**src/rtl/lsu_pkg.sv**
```systemverilog
// Shared definitions for the load/store memory port:
// funct3 codes, FSM states and access helpers.
package lsu_pkg;

    localparam logic [2:0] F3_B  = 3'b000;
    localparam logic [2:0] F3_H  = 3'b001;
    localparam logic [2:0] F3_W  = 3'b010;
    localparam logic [2:0] F3_BU = 3'b100;
    localparam logic [2:0] F3_HU = 3'b101;

    typedef enum logic [2:0] {
        S_IDLE,
        S_LOAD,
        S_RMW_RD,
        S_WRITE,
        S_RESP
    } lsu_state_t;

    // Access size in bytes from the width bits of funct3.
    function automatic logic [2:0] access_size(input logic [2:0] f3);
        logic [2:0] sz;
        case (f3[1:0])
            2'b00:   sz = 3'd1;
            2'b01:   sz = 3'd2;
            default: sz = 3'd4;
        endcase
        return sz;
    endfunction

    // Loads allow 000/001/010/100/101; stores allow 000/001/010.
    function automatic logic illegal_f3(input logic wr, input logic [2:0] f3);
        logic bad;
        if (wr)
            bad = !(f3 == F3_B || f3 == F3_H || f3 == F3_W);
        else
            bad = !(f3 == F3_B || f3 == F3_H || f3 == F3_W ||
                    f3 == F3_BU || f3 == F3_HU);
        return bad;
    endfunction

endpackage

```
**src/rtl/lsu_lane.sv**
```systemverilog
// Byte-lane steering: load extract/extend and
// sub-word store merge into a fetched word.
module lsu_lane
    import lsu_pkg::*;
(
    input  logic [2:0]  funct3,
    input  logic [1:0]  offset,
    input  logic [31:0] word,
    input  logic [31:0] wdata,
    output logic [31:0] load_data,
    output logic [31:0] merged
);

    logic [31:0] shifted;
    logic [7:0]  byte_sel;
    logic [15:0] half_sel;

    // Select the addressed lane and extend it per funct3.
    always_comb begin
        shifted  = word >> {offset, 3'b000};
        byte_sel = shifted[7:0];
        half_sel = offset[1] ? word[31:16] : word[15:0];
        load_data = '0;
        unique case (funct3)
            F3_B:    load_data = {{24{byte_sel[7]}}, byte_sel};
            F3_BU:   load_data = {24'h0, byte_sel};
            F3_H:    load_data = {{16{half_sel[15]}}, half_sel};
            F3_HU:   load_data = {16'h0, half_sel};
            F3_W:    load_data = word;
            default: load_data = '0;
        endcase
    end

    // Insert the low store bits into the addressed lane.
    always_comb begin
        merged = word;
        case (funct3[1:0])
            2'b00: merged[{offset, 3'b000} +: 8] = wdata[7:0];
            2'b01: begin
                if (offset[1])
                    merged[31:16] = wdata[15:0];
                else
                    merged[15:0] = wdata[15:0];
            end
            default: merged = wdata;
        endcase
    end

endmodule

```
**src/rtl/lsu_mem_port.sv**
```systemverilog
// Single-outstanding RV32I load/store initiator
// with read-modify-write for sub-word stores.
module lsu_mem_port
    import lsu_pkg::*;
#(
    parameter logic [31:0] START_ADDRESS = 32'h01000000,
    parameter int          MEM_SIZE      = 1048576
) (
    input  logic        clk,
    input  logic        reset,
    input  logic        req_valid,
    output logic        req_ready,
    input  logic        req_write,
    input  logic [2:0]  req_funct3,
    input  logic [31:0] req_addr,
    input  logic [31:0] req_wdata,
    output logic        resp_valid,
    output logic [31:0] resp_rdata,
    output logic        resp_fault,
    output logic [31:0] mem_address,
    output logic [31:0] mem_data_in,
    output logic        mem_w_enable,
    input  logic [31:0] mem_data_out
);

    localparam logic [32:0] LAST_BYTE =
        33'(START_ADDRESS) + 33'(MEM_SIZE) - 33'd1;

    lsu_state_t  state, next_state;
    logic [31:0] addr_q;
    logic [31:0] data_q;
    logic [2:0]  f3_q;
    logic        write_q;
    logic        fault_q;

    logic        misaligned;
    logic        out_of_range;
    logic        req_fault;
    logic [32:0] req_end;
    logic [31:0] lane_load;
    logic [31:0] lane_merged;

    // Classify the incoming request before it is accepted.
    always_comb begin
        req_end = {1'b0, req_addr} + 33'(access_size(req_funct3)) - 33'd1;
        misaligned = 1'b0;
        if (req_funct3[1:0] == 2'b01)
            misaligned = req_addr[0];
        else if (req_funct3[1:0] == 2'b10)
            misaligned = |req_addr[1:0];
        out_of_range = (req_addr < START_ADDRESS) || (req_end > LAST_BYTE);
        req_fault = misaligned || out_of_range ||
                    illegal_f3(req_write, req_funct3);
    end

    lsu_lane u_lane (
        .funct3    (f3_q),
        .offset    (addr_q[1:0]),
        .word      (mem_data_out),
        .wdata     (data_q),
        .load_data (lane_load),
        .merged    (lane_merged)
    );

    // State register.
    always_ff @(posedge clk or posedge reset) begin
        if (reset)
            state <= S_IDLE;
        else
            state <= next_state;
    end

    // Next-state and Moore output decode.
    always_comb begin
        next_state   = state;
        req_ready    = 1'b0;
        resp_valid   = 1'b0;
        resp_rdata   = '0;
        resp_fault   = 1'b0;
        mem_address  = {addr_q[31:2], 2'b00};
        mem_data_in  = '0;
        mem_w_enable = 1'b0;
        unique case (state)
            S_IDLE: begin
                req_ready   = 1'b1;
                mem_address = START_ADDRESS;
                if (req_valid) begin
                    if (req_fault)
                        next_state = S_RESP;
                    else if (!req_write)
                        next_state = S_LOAD;
                    else if (req_funct3 == F3_W)
                        next_state = S_WRITE;
                    else
                        next_state = S_RMW_RD;
                end
            end
            S_LOAD: begin
                next_state = S_RESP;
            end
            S_RMW_RD: begin
                next_state = S_WRITE;
            end
            S_WRITE: begin
                mem_data_in  = data_q;
                mem_w_enable = 1'b1;
                next_state   = S_RESP;
            end
            S_RESP: begin
                resp_valid = 1'b1;
                resp_rdata = data_q;
                resp_fault = fault_q;
                next_state = S_IDLE;
            end
            default: next_state = S_IDLE;
        endcase
    end

    // Request capture and the single data register that carries
    // store data, the merged word, or the extended load result.
    always_ff @(posedge clk or posedge reset) begin
        if (reset) begin
            addr_q  <= START_ADDRESS;
            data_q  <= '0;
            f3_q    <= F3_B;
            write_q <= 1'b0;
            fault_q <= 1'b0;
        end else begin
            unique case (state)
                S_IDLE: begin
                    if (req_valid) begin
                        addr_q  <= req_addr;
                        f3_q    <= req_funct3;
                        write_q <= req_write;
                        fault_q <= req_fault;
                        data_q  <= req_fault ? 32'h0 : req_wdata;
                    end
                end
                S_LOAD:   data_q <= write_q ? 32'h0 : lane_load;
                S_RMW_RD: data_q <= lane_merged;
                S_WRITE:  data_q <= '0;
                default:  data_q <= data_q;
            endcase
        end
    end

endmodule
```
**config.mk**
```make
export PLATFORM = sky130hd
export DESIGN_NAME = lsu_mem_port
export DESIGN_NICKNAME = d
export VERILOG_FILES = /design/src/rtl/lsu_pkg.sv /design/src/rtl/lsu_lane.sv /design/src/rtl/lsu_mem_port.sv
export SDC_FILE = /design/constraint.sdc
export NUM_CORES = 1
export LEC_CHECK = 0
export CORE_MARGIN = 2
export CORE_UTILIZATION = 53
export CTS_CLUSTER_SIZE = 12
export DETAILED_ROUTE_END_ITERATION = 16
export PLACE_DENSITY = 0.88
export SKIP_LAST_GASP = 1
export SYNTH_ARGS = -nofsm -noshare
export SYNTH_HDL_FRONTEND = slang
export SYNTH_SLANG_ARGS = --single-unit
```
**constraint.sdc**
```tcl
create_clock -name clk -period 7.3 [get_ports clk]
set_input_delay 0.73 -clock clk [delete_from_list [all_inputs] [get_ports clk]]
set_output_delay 0.73 -clock clk [all_outputs]
set_load 0.05 [all_outputs]
```
==> metrics <==
ant diodes=0; peak supply drop=between 0.1 and 0.15 mV; Min-Delay Path Class=reg -> reg; die height=roughly 120 um; CTS tree=done; largest net degree at the start of global routing=between 70 and 80; H-tree depth reported by CTS=3; setup bufs post-CTS=0; unique cell type count in the Yosys netlist=between 70 and 80; synthesized area=6840 um2; FMAX=about 220 MHz; Startpoint Class=primary input; largest family of logic cells by synthesized area=compound AO/OA/AOI/OAI gates; Synth Warn #=0; CP max FO=19; die width=118 um; boundary pin count=approximately 200; Max-Cap Viols=0; worst path required time=approximately 7.5 ns; Worst setup EP type=flop; mean area per synthesized cell=7.83 um2; Post-CTS Hold Buffers=0; pre-CTS worst setup slack=between 2 and 2.5 ns; Iter 0 DRT Violations=~830; Worst R2R End=data_q[23]$_DFFE_PP0P_; grt total ovfl=0; initial antenna violation count=0; CTS buffer count=9; Clock Latency Late Sink=0.35 ns; crit path launch=req_funct3[0]; setup ws final=around 2.7 ns; final setup fails=0; via count=around 7600; Synth area leaders=dfrtp_1, ha_1, and2_1; CP bufs+invs=4; #FFs+latches synth=72; core area=12600 um2; post-synthesis sequential area ratio=0.264; status=finished clean; dpl hpwl=approximately 17 mm; DIE AREA=between 10000 and 15000 um2; Cells after Synth=slightly below 900; total power=~1.5 mW; Clk Tree Root Cell=clkbuf_16; reg-to-reg setup timing slack=~3.8 ns; final net count=~1200; worst r2r src=addr_q[1]$_DFFE_PP0P_; most frequent cells in the layout=clkdlybuf4s50_1, nand2_1, and2_1, o21ai_0, dfrtp_1; Setup TNS=0 ns; Area Growth Syn to Fin=34.9%; Post-Synth Simple-Gate Area=0.225; Multi-input gate area=4630 um2; XOR/XNOR Fraction of Synth Area=0.00768; minimum clock period=4.59 ns; Synth top area share=0.260; maximum buffer depth of the clock tree=2; Cell Pwr Density=around 170 nW/um2; endpoints failing hold=0; max incr delay on CP=around 0.65 ns; vias in the first global route=approximately 7400; ys async rst share=1.00; main flop type after synthesis=dfrtp_1; Compound-Gate Fraction of Synth Area=0.338; R2R cell count=8; CTS clk-pin slew, worst paths=roughly 0.060 ns; mux share of post-synthesis cell area=0.0196; fraction of layout cells with a size suffix above 1=0.0724; Port Buffer Count=200; initial core utilization=0.542; post-layout util=0.731; period utilization=0.629; Slew @ Worst Pin=approximately 1.2 ns; final hold slack=roughly 0.48 ns; hold path start=addr_q[2]$_DFFE_PP0P_; first-pass GRT wire length=between 30 and 40 mm; post-synth top area cell=dfrtp_1; clock skew=~0.0087 ns; Row Count=a little over 40; area share of fa/ha/maj cells after synthesis=0.0834; FF+latch area=between 1500 and 2000 um2; fin. max-slew vios=0; gr usage total=0.337; Min-Delay Path Depth=2; critical path's slowest cell=o2111ai_4; cells along the critical path=clkdlybuf4s50_1 > or2_2 > ha_1 > inv_1 > ha_1 > inv_1 > fa_1 > nand2b_1 > a21oi_1 > o2111a_1 > nor2_1 > and3_1 > nor3_1 > nor4_2 > o2111ai_4 > buf_4 > o21ai_2; post-cts resize count=0; RSZ-0062 raised after global routing=no; Fillers=slightly above 1000; WP data arrival=around 4.8 ns; Remaining DRCs=0; EDFF count, synth=0; Lkg Pwr=between 3 and 4 nW; Routed WL=approximately 24 mm; critical path class=in -> reg; relative slew slack=0.183; clk sinks=72; Hold Path End=addr_q[2]$_DFFE_PP0P_; WL per Instance=about 19 um; Via density=roughly 6.2; antenna viol nets, final=0; GPL Wtd Cong=0.971; most common cell after layout, fill and taps aside=clkdlybuf4s50_1; Crit path max-delay family=compound AO/OA/AOI/OAI gates; Pre-antenna DRT Iters=7
## area by class of cell
type                            instances  share of cell area
Inverter                               54              0.0220
Sequential cell                        72               0.195
Clock inverter                          4             0.00488
Multi-Input combinational cell        697               0.502
Tap cell                              172              0.0233
Timing Repair Buffer                  211               0.226
Clock buffer                           11              0.0263
## tightest hold or removal path: stages (launching register included)
cell and delay [ns]:
dfrtp_1 0.33, nand2_1 0.04, o21ai_0 0.06
## cells in the mapped netlist, types with 5 or more instances
master    instances
a21o_1            9
a21oi_1          58
a221oi_1          8
a222oi_1          8
a22oi_1          40
and2_1           72
clkbuf_1         43
dfrtp_1          71
ha_1             44
inv_1            54
mux2i_1          10
nand2_1          88
nand2b_1          8
nand3_1          15
nand4_1           9
nor2_1           34
nor2b_1          35
nor3_1            9
o211ai_1         32
o21ai_0          71
o21ai_1           7
o21ai_2          30
o22ai_1          31
o31ai_1           5
xnor2_1           6
## report_power, final
part           switching, mW  internal [mW]  total, mW  leakage [nW]
sequential            0.0433          0.443      0.487         0.894
combinational          0.356          0.235      0.591          2.69
clock                  0.178          0.270      0.448         0.145
total                  0.577          0.949       1.53          3.73
## worst max path at each step
stage               depth (start not counted)                     end  slack [ns]
floorplan                                  15     fault_q$_DFFE_PP0P_        3.70
global placement                           17  data_q[29]$_DFFE_PP0P_        2.51
detailed placement                         17  data_q[21]$_DFFE_PP0P_        2.38
CTS                                        17  data_q[22]$_DFFE_PP0P_        2.70
global route                               17  data_q[22]$_DFFE_PP0P_        2.49
finish                                     17  data_q[22]$_DFFE_PP0P_        2.71
## stage by stage
| step | cells | cell area, um2 |
|---|---|---|
| 3_5_place_dp | 1206 | 8930 |
| 2_1_floorplan | 874 | 6840 |
| 3_3_place_gp | 1206 | 8930 |
| 4_1_cts | 1221 | 9220 |
| 6_report | 1221 | 9220 |
| 5_1_grt | 1221 | 9220 |
## sequential cells by signal, summed over array words and instances, names as in the netlist
name,count
write_q,1
fault_q,1
state,3
f3_q,3
data_q,32
addr_q,32
## cells by family (layout without fill, tap and decap cells)
| group | count (synthesis) | in the layout |
|---|---|---|
| compound gates | 341 | 341 |
| simple gates | 291 | 291 |
| buf+inv | 105 | 280 |
| flops | 72 | 72 |
| fa+ha+maj | 45 | 45 |
| mux | 12 | 12 |
| xor+xnor | 6 | 6 |
| other cells | 1 | 2 |
## per-layer routing
metal | GRT usage | routed length, um | vias up
li1 | - | - | 3536
met1 | 0.410 | 9410 | 3563
met2 | 0.580 | 11300 | 392
met3 | 0.0727 | 1920 | 83
met4 | 0.133 | 942 | 0
met5 | 0 | 0 | -
Power figures use the tool's default switching activity.
